### src/rtl/fft_pkg.sv
// rtl/fft_pkg.sv - shared FFT pipeline types and helpers
package fft_pkg;

    localparam int DATA_W = 32;

    typedef struct packed {
        logic [DATA_W-1:0] re;
        logic [DATA_W-1:0] im;
    } cplx_t;

    function automatic int clog2(input int value);
        int result;
        result = 0;
        while ((1 << result) < value) result++;
        return result;
    endfunction

endpackage

### src/rtl/mdc_delay_commutator_if.sv
// rtl/mdc_delay_commutator_if.sv - dual-path complex sample stream bundle
interface mdc_delay_commutator_if #(
    parameter int DATA_W = fft_pkg::DATA_W
) ();

    logic              io_in_valid;
    logic [DATA_W-1:0] io_in0_re;
    logic [DATA_W-1:0] io_in0_im;
    logic [DATA_W-1:0] io_in1_re;
    logic [DATA_W-1:0] io_in1_im;
    logic              io_out_valid;
    logic [DATA_W-1:0] io_out0_re;
    logic [DATA_W-1:0] io_out0_im;
    logic [DATA_W-1:0] io_out1_re;
    logic [DATA_W-1:0] io_out1_im;

    modport master (
        output io_in_valid, io_in0_re, io_in0_im, io_in1_re, io_in1_im,
        input  io_out_valid, io_out0_re, io_out0_im, io_out1_re, io_out1_im
    );

    modport slave (
        input  io_in_valid, io_in0_re, io_in0_im, io_in1_re, io_in1_im,
        output io_out_valid, io_out0_re, io_out0_im, io_out1_re, io_out1_im
    );

endinterface

### src/rtl/mdc_delay_line.sv
// rtl/mdc_delay_line.sv - DEPTH-beat circular-buffer delay, read-before-write
module mdc_delay_line
    import fft_pkg::*;
#(
    parameter int DEPTH = 4,
    parameter int WIDTH = 2 * DATA_W
) (
    input  logic             clock,
    input  logic             reset,
    input  logic             en,
    input  logic [WIDTH-1:0] din,
    output logic [WIDTH-1:0] dout
);

    // A one-entry line still needs a one-bit pointer; it just never leaves 0.
    localparam int PTR_W = (clog2(DEPTH) > 0) ? clog2(DEPTH) : 1;

    logic [WIDTH-1:0] mem [DEPTH];
    logic [PTR_W-1:0] ptr;

    // The slot about to be overwritten holds the sample from DEPTH beats ago.
    assign dout = mem[ptr];

    // Storage is deliberately left unreset; stale contents are masked by priming.
    always_ff @(posedge clock) begin
        if (en) mem[ptr] <= din;
    end

    // Pointer advances once per accepted beat, wrapping at DEPTH.
    always_ff @(posedge clock or negedge reset) begin
        if (!reset) begin
            ptr <= '0;
        end else if (en) begin
            ptr <= (ptr == PTR_W'(DEPTH - 1)) ? '0 : ptr + 1'b1;
        end
    end

endmodule

### src/rtl/mdc_delay_commutator.sv
// rtl/mdc_delay_commutator.sv - radix-2 MDC delay/commutator between FFT stages
module mdc_delay_commutator
    import fft_pkg::clog2;
#(
    parameter int DEPTH  = 4,
    parameter int DATA_W = fft_pkg::DATA_W
) (
    input logic                         clock,
    input logic                         reset,
    mdc_delay_commutator_if.slave       io
);

    localparam int CNT_W   = clog2(2 * DEPTH);
    localparam int SEL_BIT = clog2(DEPTH);
    localparam int FILL_W  = clog2(DEPTH + 1);
    localparam int W2      = 2 * DATA_W;

    logic [CNT_W-1:0]  cnt;
    logic [FILL_W-1:0] fill;
    logic              beat;
    logic              sel;
    logic              primed;
    logic [W2-1:0]     a_word;
    logic [W2-1:0]     b_word;
    logic [W2-1:0]     d_word;
    logic [W2-1:0]     l_in;
    logic [W2-1:0]     l_out;
    logic [W2-1:0]     out0_next;

    assign beat   = io.io_in_valid;
    assign sel    = cnt[SEL_BIT];
    assign primed = (fill == FILL_W'(DEPTH));
    assign a_word = {io.io_in0_re, io.io_in0_im};
    assign b_word = {io.io_in1_re, io.io_in1_im};

    mdc_delay_line #(.DEPTH(DEPTH), .WIDTH(W2)) u_line (
        .clock (clock),
        .reset (reset),
        .en    (beat),
        .din   (a_word),
        .dout  (d_word)
    );

    mdc_delay_line #(.DEPTH(DEPTH), .WIDTH(W2)) l_line (
        .clock (clock),
        .reset (reset),
        .en    (beat),
        .din   (l_in),
        .dout  (l_out)
    );

    // Crossbar: straight routes delayed upper to out0, cross swaps it with the lower path.
    always_comb begin
        out0_next = d_word;
        l_in      = b_word;
        if (sel) begin
            out0_next = b_word;
            l_in      = d_word;
        end
    end

    // Beat counter wraps naturally at 2*DEPTH; fill saturates once both lines hold real data.
    always_ff @(posedge clock or negedge reset) begin
        if (!reset) begin
            cnt  <= '0;
            fill <= '0;
        end else if (beat) begin
            cnt <= cnt + 1'b1;
            if (!primed) fill <= fill + 1'b1;
        end
    end

    // Output registers load on every beat and hold across stalls; valid marks primed beats.
    always_ff @(posedge clock or negedge reset) begin
        if (!reset) begin
            io.io_out_valid <= 1'b0;
            io.io_out0_re   <= '0;
            io.io_out0_im   <= '0;
            io.io_out1_re   <= '0;
            io.io_out1_im   <= '0;
        end else begin
            io.io_out_valid <= beat && primed;
            if (beat) begin
                {io.io_out0_re, io.io_out0_im} <= out0_next;
                {io.io_out1_re, io.io_out1_im} <= l_out;
            end
        end
    end

endmodule
### src/flat_wrapper.sv
// flat-port wrapper written by rule: the top's interface ports become plain ports
module mdc_delay_commutator_flat import fft_pkg::clog2;
#(
    parameter int DEPTH  = 4,
    parameter int DATA_W = fft_pkg::DATA_W
)
  (clock, reset, io_io_in_valid, io_io_in0_re, io_io_in0_im, io_io_in1_re, io_io_in1_im, io_io_out_valid, io_io_out0_re, io_io_out0_im, io_io_out1_re, io_io_out1_im);
  mdc_delay_commutator_if #(.DATA_W(DATA_W)) io_i ();
  input logic clock;
  input logic reset;
  input wire logic [$bits(io_i.io_in_valid)-1:0] io_io_in_valid;
  input wire logic [$bits(io_i.io_in0_re)-1:0] io_io_in0_re;
  input wire logic [$bits(io_i.io_in0_im)-1:0] io_io_in0_im;
  input wire logic [$bits(io_i.io_in1_re)-1:0] io_io_in1_re;
  input wire logic [$bits(io_i.io_in1_im)-1:0] io_io_in1_im;
  output wire logic [$bits(io_i.io_out_valid)-1:0] io_io_out_valid;
  output wire logic [$bits(io_i.io_out0_re)-1:0] io_io_out0_re;
  output wire logic [$bits(io_i.io_out0_im)-1:0] io_io_out0_im;
  output wire logic [$bits(io_i.io_out1_re)-1:0] io_io_out1_re;
  output wire logic [$bits(io_i.io_out1_im)-1:0] io_io_out1_im;
  assign io_i.io_in_valid = io_io_in_valid;
  assign io_i.io_in0_re = io_io_in0_re;
  assign io_i.io_in0_im = io_io_in0_im;
  assign io_i.io_in1_re = io_io_in1_re;
  assign io_i.io_in1_im = io_io_in1_im;
  assign io_io_out_valid = io_i.io_out_valid;
  assign io_io_out0_re = io_i.io_out0_re;
  assign io_io_out0_im = io_i.io_out0_im;
  assign io_io_out1_re = io_i.io_out1_re;
  assign io_io_out1_im = io_i.io_out1_im;
  mdc_delay_commutator #(.DEPTH(DEPTH), .DATA_W(DATA_W)) u_core (.clock(clock), .reset(reset), .io(io_i));
endmodule
### config.mk
export PLATFORM = sky130hd
export DESIGN_NAME = mdc_delay_commutator_flat
export DESIGN_NICKNAME = d
export VERILOG_FILES = /design/src/rtl/fft_pkg.sv /design/src/rtl/mdc_delay_commutator_if.sv /design/src/rtl/mdc_delay_line.sv /design/src/rtl/mdc_delay_commutator.sv /design/src/flat_wrapper.sv
export SDC_FILE = /design/constraint.sdc
export NUM_CORES = 1
export LEC_CHECK = 0
export BUFFER_PORTS_ARGS = -buffer_cell sky130_fd_sc_hd__buf_2
export CAP_MARGIN = 20
export CORE_ASPECT_RATIO = 0.75
export CORE_MARGIN = 2
export CORE_UTILIZATION = 60
export CTS_BUF_LIST = sky130_fd_sc_hd__clkbuf_8 sky130_fd_sc_hd__clkbuf_16
export DETAILED_ROUTE_END_ITERATION = 7
export PLACE_DENSITY = 0.81
export SYNTH_ARGS = -nofsm -noshare
export SYNTH_HDL_FRONTEND = slang
export SYNTH_HIERARCHICAL = 1
export SYNTH_SLANG_ARGS = --single-unit
export TNS_END_PERCENT = 10
### constraint.sdc
create_clock -name clock -period 4.25 [get_ports clock]
set_input_delay 0.6375 -clock clock [delete_from_list [all_inputs] [get_ports clock]]
set_output_delay 0.6375 -clock clock [all_outputs]
set_load 0.005 [all_outputs]
-- Yosys cells after proc, flatten, opt, wreduce, memory -nomap -nowiden
Memory sizes are Yosys's and may differ from the RTL's. A register that Yosys moved wholly into a read port is not among the register bits.
Cells that the tools add are included.
- add/subtract/negate cells: 4
- equality and inequality tests: 3
- mux-type cells: 6
- bitwise gates (word level): 1
- reduce and logical (&&, ||, !) cells: 3
- operators by type and width (cell ; number):
    $mux W64 ; 2
    $add A3 B1 Y3 const B ; 2
    $add A2 B1 Y2 const B ; 2
    $eq A2 B2 Y1 const B ; 2
    $mux W2 ; 2
    $eq A3 B3 Y1 const B ; 1
    $mux W1 ; 2
    $reduce_and A2 Y1 ; 1
    $logic_and A1 B1 Y1 ; 1
    $logic_not A1 Y1 ; 1
    $not A1 Y1 ; 1
- flip-flop bits (word level): 75
- RAM bits: 512
- bits of input ports: 131
- output and inout bits: 129
- word-level logic and storage cells: 26
- memories: 2
- memory list (memory ; depth ; width ; read ports ; clocked after Yosys merged registers in ; wr ports ; RTL line ; text):
    u_core.l_line.mem ; 4 ; 64 ; 1 ; 1 ; 1 ; mdc_delay_line.sv:18 ; logic [WIDTH-1:0] mem [DEPTH];
    u_core.u_line.mem ; 4 ; 64 ; 1 ; 0 ; 1 ; mdc_delay_line.sv:18 ;

-- Logic depth before layout (Yosys ltp)
- depth in word-level cells: 3
- gate-level depth with buffers: 6
- mapped depth without buffers: 4

-- By module
Netlist, hierarchy kept.
- by module, submodules not included (module ; times used ; cells an instance ; area an instance (um2) ; sequential area each (um2)):
    mdc_delay_line ; 2 ; 350 ; 9389.0 ; 7737.4
    mdc_delay_commutator ; 1 ; 507 ; 6392.4 ; 3378.2

-- Worst setup path before layout
Ideal clock, no wire load.
- path kind: register to register
- start: register u_core.l_line.ptr[1]
- end: memory u_core/l_line/mem[1][0] in the netlist's numbering (enable)
- setup time: 429 ps
- arrival: 2469 ps
- required time: 3821 ps
- path slack: 1352 ps
- stages on the path, launching flop included: 6
- buffers on the path: 2
- clock period less this slack: 2898 ps
- path through: dfrtp_1 > buf_2 > buf_2 > inv_1 > ha_1 > and2_1
- RTL lines (item ; RTL line ; text):
    from (decl) ; mdc_delay_line.sv:19 ; logic [PTR_W-1:0] ptr;
    from (signal assigned) ; mdc_delay_line.sv:34 ; ptr <= (ptr == PTR_W'(DEPTH - 1)) ? '0 : ptr + 1'b1;
    to (decl) ; mdc_delay_line.sv:18 ;
No word-level cell before the write port.

-- Worst setup path after layout
- start: register u_core.u_line.ptr[0]
- end: memory u_core/l_line/mem[3][24] in the netlist's numbering, data pin
- cells in the longest elaborated chain, start to end: 2
- ends and longest elaborated chain (item ; RTL line ; text):
    from (decl) ; mdc_delay_line.sv:19 ;
    from (signal assigned) ; mdc_delay_line.sv:34 ;
    $mem_v2 Z4 W64 ; n/a ;
    named net u_core.d_word[24] ; mdc_delay_commutator.sv:25 ; logic [W2-1:0] d_word;
    $mux W64 ; mdc_delay_commutator.sv:56 ; if (sel) begin
    named net u_core.l_in[24] ; mdc_delay_commutator.sv:26 ; logic [W2-1:0] l_in;
The timed path passes the listed nets, and every way through them passes these cells.

==> run metrics <==
post-synthesis xor/xnor area fraction 0.001044; final worst-path cycle share 0.6484; leak pwr 10.42 nW; # DRC 0; actual slew at the worst max-slew pin approximately 1.1 ns; total core area 41,080 um2; per-cell routed wire length 24.79 um; clk root buf clkbuf_16; number of global-route vias before repair 13.11k; Layout Utilization 0.7032; die area about 44,000 um2; share of layout cells above drive strength 1 0.4212; CP endpoint kind flip-flop; number of port buffers about 260; Synth Warn # 6; min-delay worst type in -> async; die height 181.4 um; largest family of logic cells by synthesized area multiplexers; DRT iter0 DRCs around 1.1k; Vias 12.40k; top_reg_cell synth edfxtp_1; Setup TNS Final 0 ns; RSZ-0062 raised after global routing no; first-pass GRT wire length 78.78 mm; Post-synth ARST share 0.2135; hold-fix buffers at CTS 0; CP max stage cell dfrtp_4; placed instance count 1,973; largest net degree at the start of global routing 99; CTS tree built; Post-CTS Setup Bufs 0; Worst EP arrival 3.07 ns; Max IR drop VDD 0.4405 mV; Synth area leaders edfxtp_1 (61%), dfrtp_1 (14%), mux4_2 (11%); total track usage 0.2446; Worst Path Max Fanout 45; post-synthesis compound-gate area fraction 0.01427; Post-Synth Simple-Gate Area 0.01317; number of I/O pins 260; final hold viol count 0; sequential-to-total area share from yosys stat 0.7490; CP Data Required Time ~4.6 ns; count leader, synth edfxtp_1; Post-Route WL about 52 mm; Yosys top cell area share 0.6108; Pwr Density 710.9 nW/um2; CTS Buffer Depth 3; Via density ~5.9; clock skew between 0.015 and 0.02 ns; worst skew pair latency 0.59 ns; row count 64; Min Clock Period, post-route 2.756 ns; Final Slew Violations 0; syn nets 1,349; Synth Area per Inst 20.85 um2; GPL Wtd Cong 0.7790; Resized Gates After CTS 0; Commonest cells post-synth edfxtp_1 (512), dfrtp_1 (139), mux2_2 (130); # setup viols final 0; clk slew on worst S/H paths about 0.06 ns; Synth Register Bits 651; global route overflow 0; max incr delay on CP 1.10 ns; Area growth syn-to-layout 14.76%; Slew headroom 0.2563; post-route cell area ~29,000 um2; Post-DRT Antenna Nets 0; Sink Count 651; run status finished clean; Die W 240.5 um; Starting Density 0.6127; top cell type by total area after synthesis edfxtp_1; fmax 362.9 MHz; CP cell instances buf_4 > mux4_2 > mux2_2; CP Class reg -> reg; Num CTS Buffers 57; non-filler cells, final 2,090; initial antenna violation count 7; Startpoint Class flip-flop; Pre-Repair DR Iteration Count 5; H-tree lvl count 2; Final HPWL DP roughly 30 mm; Post-DP Area 26,870 um2; mux contribution to synthesized area 0.1981; Synth Instances 1,207; Post-synth EDFFs roughly 510; Mapped Area 25,170 um2; post-synthesis adder-cell area fraction 0.005468; synth unique cells 23; Max Cap Viol 0; Final #Nets between 1.5k and 2k
-- sequential cells by signal, indices dropped and copies added (netlist names) --
register                cells
u_core/io.io_out0_re       32
u_core/io.io_out_valid      1
u_core/l_line/mem         256
u_core/u_line/ptr           2
u_core/io.io_out1_re       32
u_core/io.io_out0_im       32
u_core/cnt                  3
u_core/fill                 3
u_core/io.io_out1_im       32
u_core/l_line/ptr           2
u_core/u_line/mem         256
-- path summary, 6_finish.rpt --
kind                                                  start                                    to  slack [ns]  cells after the start
setup / recovery           u_core/u_line/ptr[0]$_DFFE_PN0P_    u_core/l_line/mem[3][24]$_DFFE_PP_        1.49                      3
hold / removal                                        reset  u_core/io.io_out1_im[18]$_DFFE_PN0P_        0.11                      1
setup reg to reg           u_core/u_line/ptr[0]$_DFFE_PN0P_    u_core/l_line/mem[3][24]$_DFFE_PP_        1.49                      3
hold reg to reg                   u_core/cnt[0]$_DFFE_PN0P_             u_core/cnt[0]$_DFFE_PN0P_        0.49                      1
max in group asynchronous                             reset  u_core/io.io_out1_re[19]$_DFFE_PN0P_        3.28                      2
min in group clock                          io_io_in0_im[2]     u_core/u_line/mem[0][2]$_DFFE_PP_        0.26                      1
-- stage by stage --
| step | hold WS [ns] | setup WS, ns | total power, mW |
|---|---|---|---|
| floorplan | 0.3419 | 1.352 | 13.45 |
| global placement | 0.4640 | 1.532 | 15.08 |
| detailed placement | 0.4760 | 1.453 | 15.35 |
| CTS | 0.1650 | 1.436 | 20.69 |
| global route | 0.1815 | 1.339 | 21.48 |
| finish | 0.1089 | 1.494 | 20.53 |
-- power by group --
group          total, mW  leakage, nW  switching [mW]  internal [mW]
clock               5.29        0.990            2.26           3.03
combinational       5.28         3.14            2.63           2.64
sequential          9.97         6.29           0.997           8.97
total               20.5         10.4            5.89           14.6
-- per-layer routing --
| layer | global-route usage | vias to the layer above | wire (um) |
|---|---|---|---|
| met5 | 0 | - | 0 |
| met3 | 0.04667 | 77 | 3919 |
| met4 | 0.07329 | 0 | 1155 |
| met1 | 0.3501 | 6455 | 21430 |
| met2 | 0.3908 | 487 | 25300 |
| li1 | - | 5379 | - |
-- critical path: cells and delay by family (launching register included) --
kind,cells,cell delay [ns]
multiplexers,2,0.92
buffers and inverters,1,0.44
flip-flops,1,1.10
-- cells in the final DEF (no fill, tap or decap), drive strengths merged --
master,netlist,final
edfxtp,512,512
buf,61,270
dfrtp,139,139
mux2,130,130
mux4,128,128
clkbuf,3,68
a21oi,65,65
mux2i,64,64
nor2,64,64
clkinv,0,25
inv,6,12
ha,11,11
and2,8,8
diode,0,7
bufinv,0,6
clkinvlp,0,4
o21ai,4,4
nand2,3,3
xnor2,2,2
or3b,2,2
and3,1,1
xor2,1,1
a21boi,1,1
nor2b,1,1
a31oi,1,1
-- area by class of cell --
class	instances	area, um2
Antenna cell	7	17.52
Clock buffer	67	1587
Clock inverter	41	365.4
Fill cell	2506	12190
Inverter	6	22.52
Multi-Input combinational cell	486	5862
Sequential cell	651	18870
Tap cell	561	701.9
Timing Repair Buffer	271	1459
-- cell families after synthesis --
logic type                 after synthesis
DFF                                    651
muxes                                  322
and+or+nand+nor                         79
AOI/OAI and AO/OA                       71
buffers and inverters                   70
adders and majority gates               11
xor gates and xnor gates                 3
Note: power is estimated with default switching activity, not from simulation.
